### config.mk
export PLATFORM = sky130hd
export DESIGN_NAME = sum_window_accumulator
export DESIGN_NICKNAME = d
export VERILOG_FILES = /design/src/rtl/sum_window_accumulator_pkg.sv /design/src/rtl/sum_window_accumulator_minmax_tracker.sv /design/src/rtl/sum_window_accumulator.sv
export SDC_FILE = /design/constraint.sdc
export NUM_CORES = 1
export LEC_CHECK = 0
export ABC_AREA = 1
export BUFFER_PORTS_ARGS = -buffer_cell sky130_fd_sc_hd__buf_4
export CORE_UTILIZATION = 61
export CTS_BUF_LIST = sky130_fd_sc_hd__clkbuf_8 sky130_fd_sc_hd__clkbuf_16
export CTS_CLUSTER_SIZE = 30
export DETAILED_ROUTE_END_ITERATION = 8
export GPL_ROUTABILITY_DRIVEN = 0
export GPL_TIMING_DRIVEN = 0
export PLACE_DENSITY = 0.87
export RECOVER_POWER = 50
export SETUP_SLACK_MARGIN = 0.5
export SLEW_MARGIN = 10
export SYNTH_ARGS = -nofsm -noshare
export SYNTH_HDL_FRONTEND = slang
export SYNTH_SLANG_ARGS = --single-unit
### constraint.sdc
create_clock -name clk -period 5 [get_ports clk]
set_input_delay 0.5 -clock clk [delete_from_list [all_inputs] [get_ports clk]]
set_output_delay 0.5 -clock clk [all_outputs]
set_load 0.1 [all_outputs]
### src/rtl/sum_window_accumulator_pkg.sv
// sum_acc_pkg: shared types and helpers for the sum window accumulator
package sum_acc_pkg;

  localparam int DEF_DATA_W = 5;
  localparam int MAX_WIN    = 16;
  localparam int RES_SUM_W  = DEF_DATA_W + $clog2(MAX_WIN);
  localparam int RES_CNT_W  = $clog2(MAX_WIN + 1);

  typedef enum logic [1:0] {
    ACC,
    HOLD,
    STALL
  } state_t;

  // Result record sized for the widest legal window, for sinks and scoreboards.
  typedef struct packed {
    logic [RES_SUM_W-1:0]  sum;
    logic [DEF_DATA_W-1:0] min;
    logic [DEF_DATA_W-1:0] max;
    logic [RES_CNT_W-1:0]  count;
  } result_t;

  function automatic logic [DEF_DATA_W-1:0] min2(input logic [DEF_DATA_W-1:0] a,
                                                 input logic [DEF_DATA_W-1:0] b);
    return (a < b) ? a : b;
  endfunction

  function automatic logic [DEF_DATA_W-1:0] max2(input logic [DEF_DATA_W-1:0] a,
                                                 input logic [DEF_DATA_W-1:0] b);
    return (a > b) ? a : b;
  endfunction

endpackage

### src/rtl/sum_window_accumulator_minmax_tracker.sv
// minmax_tracker: running minimum/maximum of the current window
module minmax_tracker
  import sum_acc_pkg::*;
#(
  parameter int DATA_W = DEF_DATA_W
) (
  input  logic              clk,
  input  logic              rst_n,
  input  logic              i_clr,
  input  logic              i_upd,
  input  logic [DATA_W-1:0] i_data,
  output logic [DATA_W-1:0] o_min,
  output logic [DATA_W-1:0] o_max
);

  logic [DATA_W-1:0] r_min;
  logic [DATA_W-1:0] r_max;

  // Outputs already include this cycle's sample so a completing window sees it.
  assign o_min = i_upd ? min2(r_min, i_data) : r_min;
  assign o_max = i_upd ? max2(r_max, i_data) : r_max;

  // Clear wins over update: the sample that closes a window is already in o_min/o_max.
  always_ff @(posedge clk or negedge rst_n) begin
    if (!rst_n) begin
      r_min <= '1;
      r_max <= '0;
    end else if (i_clr) begin
      r_min <= '1;
      r_max <= '0;
    end else begin
      r_min <= o_min;
      r_max <= o_max;
    end
  end

endmodule

### src/rtl/sum_window_accumulator.sv
// sum_window_accumulator: windowed total/min/max/count of an incoming sum stream
module sum_window_accumulator
  import sum_acc_pkg::*;
#(
  parameter  int DATA_W = DEF_DATA_W,
  parameter  int WIN    = 4,
  localparam int CNT_W  = $clog2(WIN + 1),
  localparam int SUM_W  = DATA_W + $clog2(WIN)
) (
  input  logic              clk,
  input  logic              rst_n,
  input  logic              in_valid,
  output logic              in_ready,
  input  logic [DATA_W-1:0] in_data,
  input  logic              flush,
  output logic              out_valid,
  input  logic              out_ready,
  output logic [SUM_W-1:0]  out_sum,
  output logic [DATA_W-1:0] out_min,
  output logic [DATA_W-1:0] out_max,
  output logic [CNT_W-1:0]  out_count
);

  state_t            r_state;
  state_t            w_state_nx;
  logic [SUM_W-1:0]  r_acc;
  logic [SUM_W-1:0]  w_acc_inc;
  logic [CNT_W-1:0]  r_cnt;
  logic [CNT_W-1:0]  w_cnt_inc;
  logic [CNT_W-1:0]  w_cnt_nx;
  logic              r_flush_pend;
  logic              w_accept;
  logic              w_free;
  logic              w_full;
  logic              w_flush_req;
  logic              w_load;
  logic              w_ov_nx;
  logic [DATA_W-1:0] w_min;
  logic [DATA_W-1:0] w_max;

  // Handshakes come straight from the state register; no path from out_ready.
  assign out_valid = (r_state != ACC);
  assign in_ready  = (r_state != STALL);

  minmax_tracker #(.DATA_W(DATA_W)) u_minmax (
    .clk    (clk),
    .rst_n  (rst_n),
    .i_clr  (w_load),
    .i_upd  (w_accept),
    .i_data (in_data),
    .o_min  (w_min),
    .o_max  (w_max)
  );

  // Datapath next values, result-load decision and next state.
  always_comb begin
    w_state_nx  = r_state;
    w_accept    = in_valid && in_ready;
    w_free      = !out_valid || out_ready;
    w_acc_inc   = r_acc + (w_accept ? SUM_W'(in_data) : '0);
    w_cnt_inc   = r_cnt + CNT_W'(w_accept);
    w_full      = w_accept && (w_cnt_inc == CNT_W'(WIN));
    w_flush_req = flush && ((r_cnt != '0) || w_accept);
    w_load      = w_free && (w_full || w_flush_req || r_flush_pend);
    w_cnt_nx    = w_load ? '0 : w_cnt_inc;
    w_ov_nx     = w_load || (out_valid && !out_ready);
    w_state_nx  = !w_ov_nx ? ACC : (w_cnt_nx == CNT_W'(WIN - 1)) ? STALL : HOLD;
  end

  // State register.
  always_ff @(posedge clk or negedge rst_n) begin
    if (!rst_n) r_state <= ACC;
    else        r_state <= w_state_nx;
  end

  // Accumulator, sample counter and deferred flush; a load consumes any flush.
  always_ff @(posedge clk or negedge rst_n) begin
    if (!rst_n) begin
      r_acc        <= '0;
      r_cnt        <= '0;
      r_flush_pend <= 1'b0;
    end else begin
      r_acc        <= w_load ? '0 : w_acc_inc;
      r_cnt        <= w_cnt_nx;
      r_flush_pend <= !w_load && (r_flush_pend || w_flush_req);
    end
  end

  // Output registers load with values that include this cycle's sample.
  always_ff @(posedge clk or negedge rst_n) begin
    if (!rst_n) begin
      out_sum   <= '0;
      out_min   <= '0;
      out_max   <= '0;
      out_count <= '0;
    end else if (w_load) begin
      out_sum   <= w_acc_inc;
      out_min   <= w_min;
      out_max   <= w_max;
      out_count <= w_cnt_inc;
    end
  end

endmodule

# Yosys cells after proc, flatten, opt, wreduce, memory -nomap -nowiden
# Index checks and enable logic that the tools add are counted.
# W data, S select, Z words.
# totals
in_bits,10
out_inout_bits,22
reg_bits,43
elab_cells,45
# classes
eq_ne,3
add_sub_neg,2
mux,11
reduce_logical,17
n_lt_le_gt_ge,2
# ops
cell,count
$mux W5,7
$add A7 B5 Y7,1
$mux W7,1
$logic_and A1 B1 Y1,6
$logic_or A1 B1 Y1,6
$gt A5 B5 Y1,1
$lt A5 B5 Y1,1
$mux W2,2
$add A3 B1 Y3,1
$eq A3 B2 Y1 const B,1
$eq A3 B3 Y1 const B,1
$logic_not A1 Y1,3
$mux W3,1
$reduce_bool A3 Y1,1
$ne A2 B2 Y1 const B,1
$reduce_bool A2 Y1,1

# Logic depth before layout (Yosys ltp)
# depth
ltp_word,12
depth_mapped,15
ltp_nobuf,13

# Cells and area by module
# From an unflattened synthesis, not the netlist that was laid out.
# unflattened
hier_cells,291
hier_area_um2,2412.3
# modules_own_cells
mod,n_inst,cells_each,area_per_inst_um2,seq_area_each_um2
sum_window_accumulator,1,187,1646.6,825.8
minmax_tracker,1,104,765.7,256.5

# Least setup slack after synthesis
# OpenSTA, ideal clock, no wires.
# synth_timing
path_type,flip-flop to flip-flop
from,register r_state[0]
to,register out_sum[4]
slack_ps,2786
setup_ps,129
arrival_ps,2085
n_path_buf,0
stages_incl_launch_ff,11
t_required_ps,4871
cell_sequence,dfrtp_1 > inv_2 > nand2_2 > nand2_2 > nor2_1 > ha_1 > fa_1 > nand3_1 > nand3_1 > xnor2_1 > o21ai_0
# synth_via
elab_chain_cells,8
word_cells_on_any_way,15
cone_classes,add/sub: 2; eq/ne: 2; mux: 1; reduce/logical: 10
# synth_lines
item,line,text
"start, declared",sum_window_accumulator.sv:24,state_t r_state;
"start signal, assigned",sum_window_accumulator.sv:73,else r_state <= w_state_nx;
$ne A2 B2 Y1 *,sum_window_accumulator.sv:43,assign in_ready = (r_state != STALL);
named net in_ready,sum_window_accumulator.sv:13,"output logic in_ready,"
$logic_and A1 B1 Y1 *,sum_window_accumulator.sv:58,w_accept = in_valid && in_ready;
$add A3 B1 Y3,sum_window_accumulator.sv:61,w_cnt_inc = r_cnt + CNT_W'(w_accept);
$eq A3 B3 Y1,sum_window_accumulator.sv:62,w_full = w_accept && (w_cnt_inc == CNT_W'(WIN));
$logic_and A1 B1 Y1,sum_window_accumulator.sv:62,
$logic_or A1 B1 Y1 (2 in a row),sum_window_accumulator.sv:64,w_load = w_free && (w_full || w_flush_req || r_flush_pend);
$logic_and A1 B1 Y1,sum_window_accumulator.sv:64,
"end signal, assigned",sum_window_accumulator.sv:97,out_sum <= w_acc_inc;
"end, declared",sum_window_accumulator.sv:18,"output logic [SUM_W-1:0] out_sum,"
# Mark *: on every way through the listed nets, which the timed path passes. The rest lies on a longest branch.
# A chain may end at the register's enable or synchronous reset.

# Final worst setup path
# layout_timing
from,register r_state[1]
to,register out_sum[6]
# layout_via
elab_chain_cells,8
word_cells_on_any_way,15
cone_classes,add/sub: 2; eq/ne: 2; mux: 1; reduce/logical: 10
# layout_lines
item,line
$ne A2 B2 Y1,sum_window_accumulator.sv:43
$logic_and A1 B1 Y1,sum_window_accumulator.sv:58
$add A3 B1 Y3,sum_window_accumulator.sv:61
$eq A3 B3 Y1,sum_window_accumulator.sv:62
$logic_and A1 B1 Y1,sum_window_accumulator.sv:62
$logic_or A1 B1 Y1 (2 in a row),sum_window_accumulator.sv:64
$logic_and A1 B1 Y1,sum_window_accumulator.sv:64
# Parallel ways exist; a longest one is shown, timed or not.

==> flow_summary.html <==
<table>
<tr><th>Metric</th><th>Value</th></tr>
<tr><th colspan="2">Clock network</th></tr>
<tr><td>Maximum number of buffers from clock root to sink</td><td>2</td></tr>
<tr><td>Number of hold buffers added after CTS</td><td>0</td></tr>
<tr><td>Cells resized by post-CTS repair</td><td>0</td></tr>
<tr><td>Clock buffer count from CTS</td><td>5</td></tr>
<tr><td>Max H-tree Level</td><td>2</td></tr>
<tr><td>Root Buffer Master</td><td>clkbuf_8</td></tr>
<tr><td>Post-CTS clock slew at the launch and capture registers of the worst setup and hold paths</td><td>about 0.08 ns</td></tr>
<tr><td>Post-CTS setup-driven buffer insertion count</td><td>0</td></tr>
<tr><td>CTS tree</td><td>done</td></tr>
<tr><td>Worst skew pair latency</td><td>0.29 ns</td></tr>
<tr><td>Clock Sinks</td><td>43</td></tr>
<tr><th colspan="2">Timing</th></tr>
<tr><td>Final-report max-slew violation count</td><td>44</td></tr>
<tr><td>Final-report setup violation count</td><td>0</td></tr>
<tr><td>Endpoints failing hold</td><td>0</td></tr>
<tr><td>Unrepaired setup endpoints after global routing</td><td>false</td></tr>
<tr><td>Final critical-path share of the clock period</td><td>0.437</td></tr>
<tr><td>Final Hold Slack</td><td>0.479 ns</td></tr>
<tr><td>Final TNS setup</td><td>0 ns</td></tr>
<tr><td>Highest clock rate</td><td>458 MHz</td></tr>
<tr><td>Worst clock skew</td><td>between 0.005 and 0.006 ns</td></tr>
<tr><td>Max-slew headroom</td><td>-0.479</td></tr>
<tr><td>Min cycle time layout</td><td>2.19 ns</td></tr>
<tr><td>Actual slew at the worst max-slew pin</td><td>approximately 2.2 ns</td></tr>
<tr><th colspan="2">Final layout</th></tr>
<tr><td>Most common cell after layout, fill and taps aside</td><td>nand2_1</td></tr>
<tr><td>Area taken by flip-flops and latches</td><td>0.00108 mm2</td></tr>
<tr><td>Number of filler cells placed in the layout</td><td>270</td></tr>
<tr><td>Share of final-layout standard cells stronger than drive strength 1</td><td>0.156</td></tr>
<tr><td>Nets</td><td>340</td></tr>
<tr><td>Area added between synthesis and finish</td><td>15.4%</td></tr>
<tr><td>Antenna diode count</td><td>0</td></tr>
<tr><td>Utilization after layout</td><td>0.759</td></tr>
<tr><td>Most used cells in the layout excluding fill and tap cells</td><td>nand2_1 (99), dfrtp_1 (38), inv_1 (33)</td></tr>
<tr><td>Area taken by multi-input logic gates</td><td>around 1000 um2</td></tr>
<tr><th colspan="2">Route</th></tr>
<tr><td>Number of vias per cell</td><td>5.43</td></tr>
<tr><td>Via Count</td><td>1,954</td></tr>
<tr><td>First-pass DRT Iterations</td><td>4</td></tr>
<tr><td>Number of design-rule violations left by the first detailed-router iteration</td><td>182</td></tr>
<tr><td>Detailed-route DRC error count</td><td>0</td></tr>
<tr><td>Average wire per standard cell</td><td>13.3 um</td></tr>
<tr><td>ANT nets after route</td><td>0</td></tr>
<tr><td>Aggregate routed wire length</td><td>4780 um</td></tr>
<tr><th colspan="2">Synth</th></tr>
<tr><td>Adder-cell share of the synthesized area</td><td>0.0972</td></tr>
<tr><td>Largest family of logic cells by synthesized area</td><td>simple AND/OR/NAND/NOR gates</td></tr>
<tr><td>Sequential-to-total area share from yosys stat</td><td>0.478</td></tr>
<tr><td>Post-synthesis instance area</td><td>0.00226 mm2</td></tr>
<tr><td>Share of synthesized cell area in and, or, nand and nor gates</td><td>0.276</td></tr>
<tr><td>Syn_nets</td><td>302</td></tr>
<tr><td>Number of distinct library cells after synthesis</td><td>21</td></tr>
<tr><td>Post-Synthesis Cells</td><td>275</td></tr>
<tr><td>Syn_area_per_cell</td><td>around 8 um2</td></tr>
<tr><td>Flip-flop and latch count after synthesis</td><td>43</td></tr>
<tr><td>Share of synthesized area spent on multiplexers</td><td>0</td></tr>
<tr><td>Area share of xor/xnor cells in the synthesized design</td><td>0.0116</td></tr>
<tr><td>Yosys warnings</td><td>0</td></tr>
<tr><td>Synth Area in Compound Gates</td><td>0.0558</td></tr>
<tr><th colspan="2">Worst hold path</th></tr>
<tr><td>Path category of the worst min-delay check</td><td>in -&gt; reg</td></tr>
<tr><th colspan="2">Setup path</th></tr>
<tr><td>Required time at the worst-slack endpoint</td><td>between 5 and 6 ns</td></tr>
<tr><td>Launching element type of the critical path</td><td>register</td></tr>
<tr><td>Max Fanout on Critical Path</td><td>10</td></tr>
<tr><td>WP data arrival</td><td>2.37 ns</td></tr>
<tr><td>Type of the worst setup path</td><td>reg -&gt; reg</td></tr>
<tr><td>Setup crit end kind</td><td>register</td></tr>
<tr><th colspan="2">GRT</th></tr>
<tr><td>Pin count of the biggest net entering global routing</td><td>44</td></tr>
<tr><td>Vias in the first global route</td><td>1,944</td></tr>
<tr><td>Antenna violations before repair</td><td>0</td></tr>
<tr><td>Wire length of the first global-routing pass</td><td>8510 um</td></tr>
<tr><td>Total Routing Usage GR</td><td>0.276</td></tr>
<tr><td>Total overflow reported by the global router</td><td>0</td></tr>
<tr><th colspan="2">Run status</th></tr>
<tr><td>Violations in the final reports</td><td>max-capacitance violations, max-slew violations</td></tr>
<tr><td>Result of the run</td><td>complete, but fails checks</td></tr>
<tr><th colspan="2">Die</th></tr>
<tr><td>Total number of placement rows</td><td>21</td></tr>
<tr><td>Die extent in x</td><td>62.9 um</td></tr>
<tr><td>Initial Util</td><td>0.658</td></tr>
<tr><td>Total core area</td><td>about 0.0034 mm2</td></tr>
<tr><td>Number of ports placed on the die boundary</td><td>32</td></tr>
<tr><td>Total Die Area</td><td>0.00396 mm2</td></tr>
<tr><td>Vertical extent of the die</td><td>62.9 um</td></tr>
<tr><th colspan="2">Place</th></tr>
<tr><td>Detailed-placement wirelength estimate</td><td>3430 um</td></tr>
<tr><td>Buffers on Ports</td><td>31</td></tr>
<tr><th colspan="2">Flow run</th></tr>
<tr><td>Total of max-cap violations</td><td>1</td></tr>
</table>
per-stage QoR:
step                cell area [um2]  instances  setup slack (ns)
global route                   2610        360              2.40
floorplan                      2260        275              2.79
CTS                            2660        360              2.84
detailed placement             2550        352              2.70
global placement               2550        352              2.75
finish                         2610        360              2.81
sequential cells by signal, indices dropped and copies added (netlist names):
| name | cells |
|---|---|
| u_minmax.r_max | 5 |
| u_minmax.r_min | 5 |
| r_flush_pend | 1 |
| out_sum | 7 |
| out_count | 3 |
| r_state | 2 |
| out_min | 5 |
| r_cnt | 3 |
| out_max | 5 |
| r_acc | 7 |
cell families (layout without fill, tap and decap cells):
kind of cell / after synthesis / in the layout
simple gates: 152 / 152
flops: 43 / 43
compound gates: 20 / 20
xor+xnor: 3 / 3
fa+ha+maj: 17 / 17
buf+inv: 40 / 79
cell usage after synthesis:
cell type  count  area (um2)
dfstp_2        5         131
ha_1          16         200
nand2_1       99         372
a21oi_2        4        35.0
nand3_1       27         135
xnor2_1        3        26.3
a21oi_1        5        25.0
a21oi_4        1        16.3
inv_4          1        6.26
nand2_2        3        18.8
nand4_1        3        18.8
o21ai_0       10        50.1
buf_2          1        5.00
fa_1           1        20.0
buf_4          2        15.0
buf_6          3        33.8
dfrtp_1       38         951
nand3_2        1        10.0
inv_2          1        3.75
nor2_1        19        71.3
inv_1         32         120
layout make-up:
| class | count | share of cell area |
|---|---|---|
| plain buffers | 6 | 0.0206 |
| clock buffers | 7 | 0.0369 |
| clock inverters | 1 | 0.00144 |
| inverters | 34 | 0.0498 |
| multi-input cells | 192 | 0.382 |
| flip-flops and latches | 43 | 0.414 |
| well taps | 46 | 0.0220 |
| repair buffers | 31 | 0.0732 |
worst paths after layout:
| kind | from | end | slack (ns) | cells after the start |
|---|---|---|---|---|
| hold / removal | out_ready | r_state[1]$_DFF_PN0_ | 0.48 | 4 |
| hold reg to reg | out_min[4]$_DFFE_PN0P_ | out_min[4]$_DFFE_PN0P_ | 0.48 | 2 |
| min in group asynchronous | rst_n | r_flush_pend$_DFF_PN0_ | 0.85 | 1 |
| setup / recovery | r_state[1]$_DFF_PN0_ | out_sum[6]$_DFFE_PN0P_ | 2.81 | 14 |
| setup reg to reg | r_state[1]$_DFF_PN0_ | out_sum[6]$_DFFE_PN0P_ | 2.81 | 14 |
| max in group asynchronous | rst_n | out_sum[5]$_DFFE_PN0P_ | 2.88 | 1 |
critical path, cell delays in order, from the launching register on:
cell and delay [ns]:
dfrtp_1 0.43, a21oi_4 0.31, ha_1 0.22, ha_1 0.17, inv_1 0.05, nand2_1 0.06, nand2_1 0.09, nand3_1 0.11
nand3_2 0.09, nand2_2 0.08, buf_6 0.15, inv_4 0.06, buf_6 0.14, nand2_1 0.06, nand2_1 0.05
metal layers:
metal | vias up | track usage | share of wire
met3 | 12 | 0.0529 | 0.044
met1 | 947 | 0.335 | 0.43
li1 | 944 | - | -
met2 | 51 | 0.476 | 0.51
met4 | 0 | 0.116 | 0.016
met5 | - | 0 | 0
Power is not shown: default switching activity piles up to over one toggle a cycle in this logic, so the estimate is an artifact.
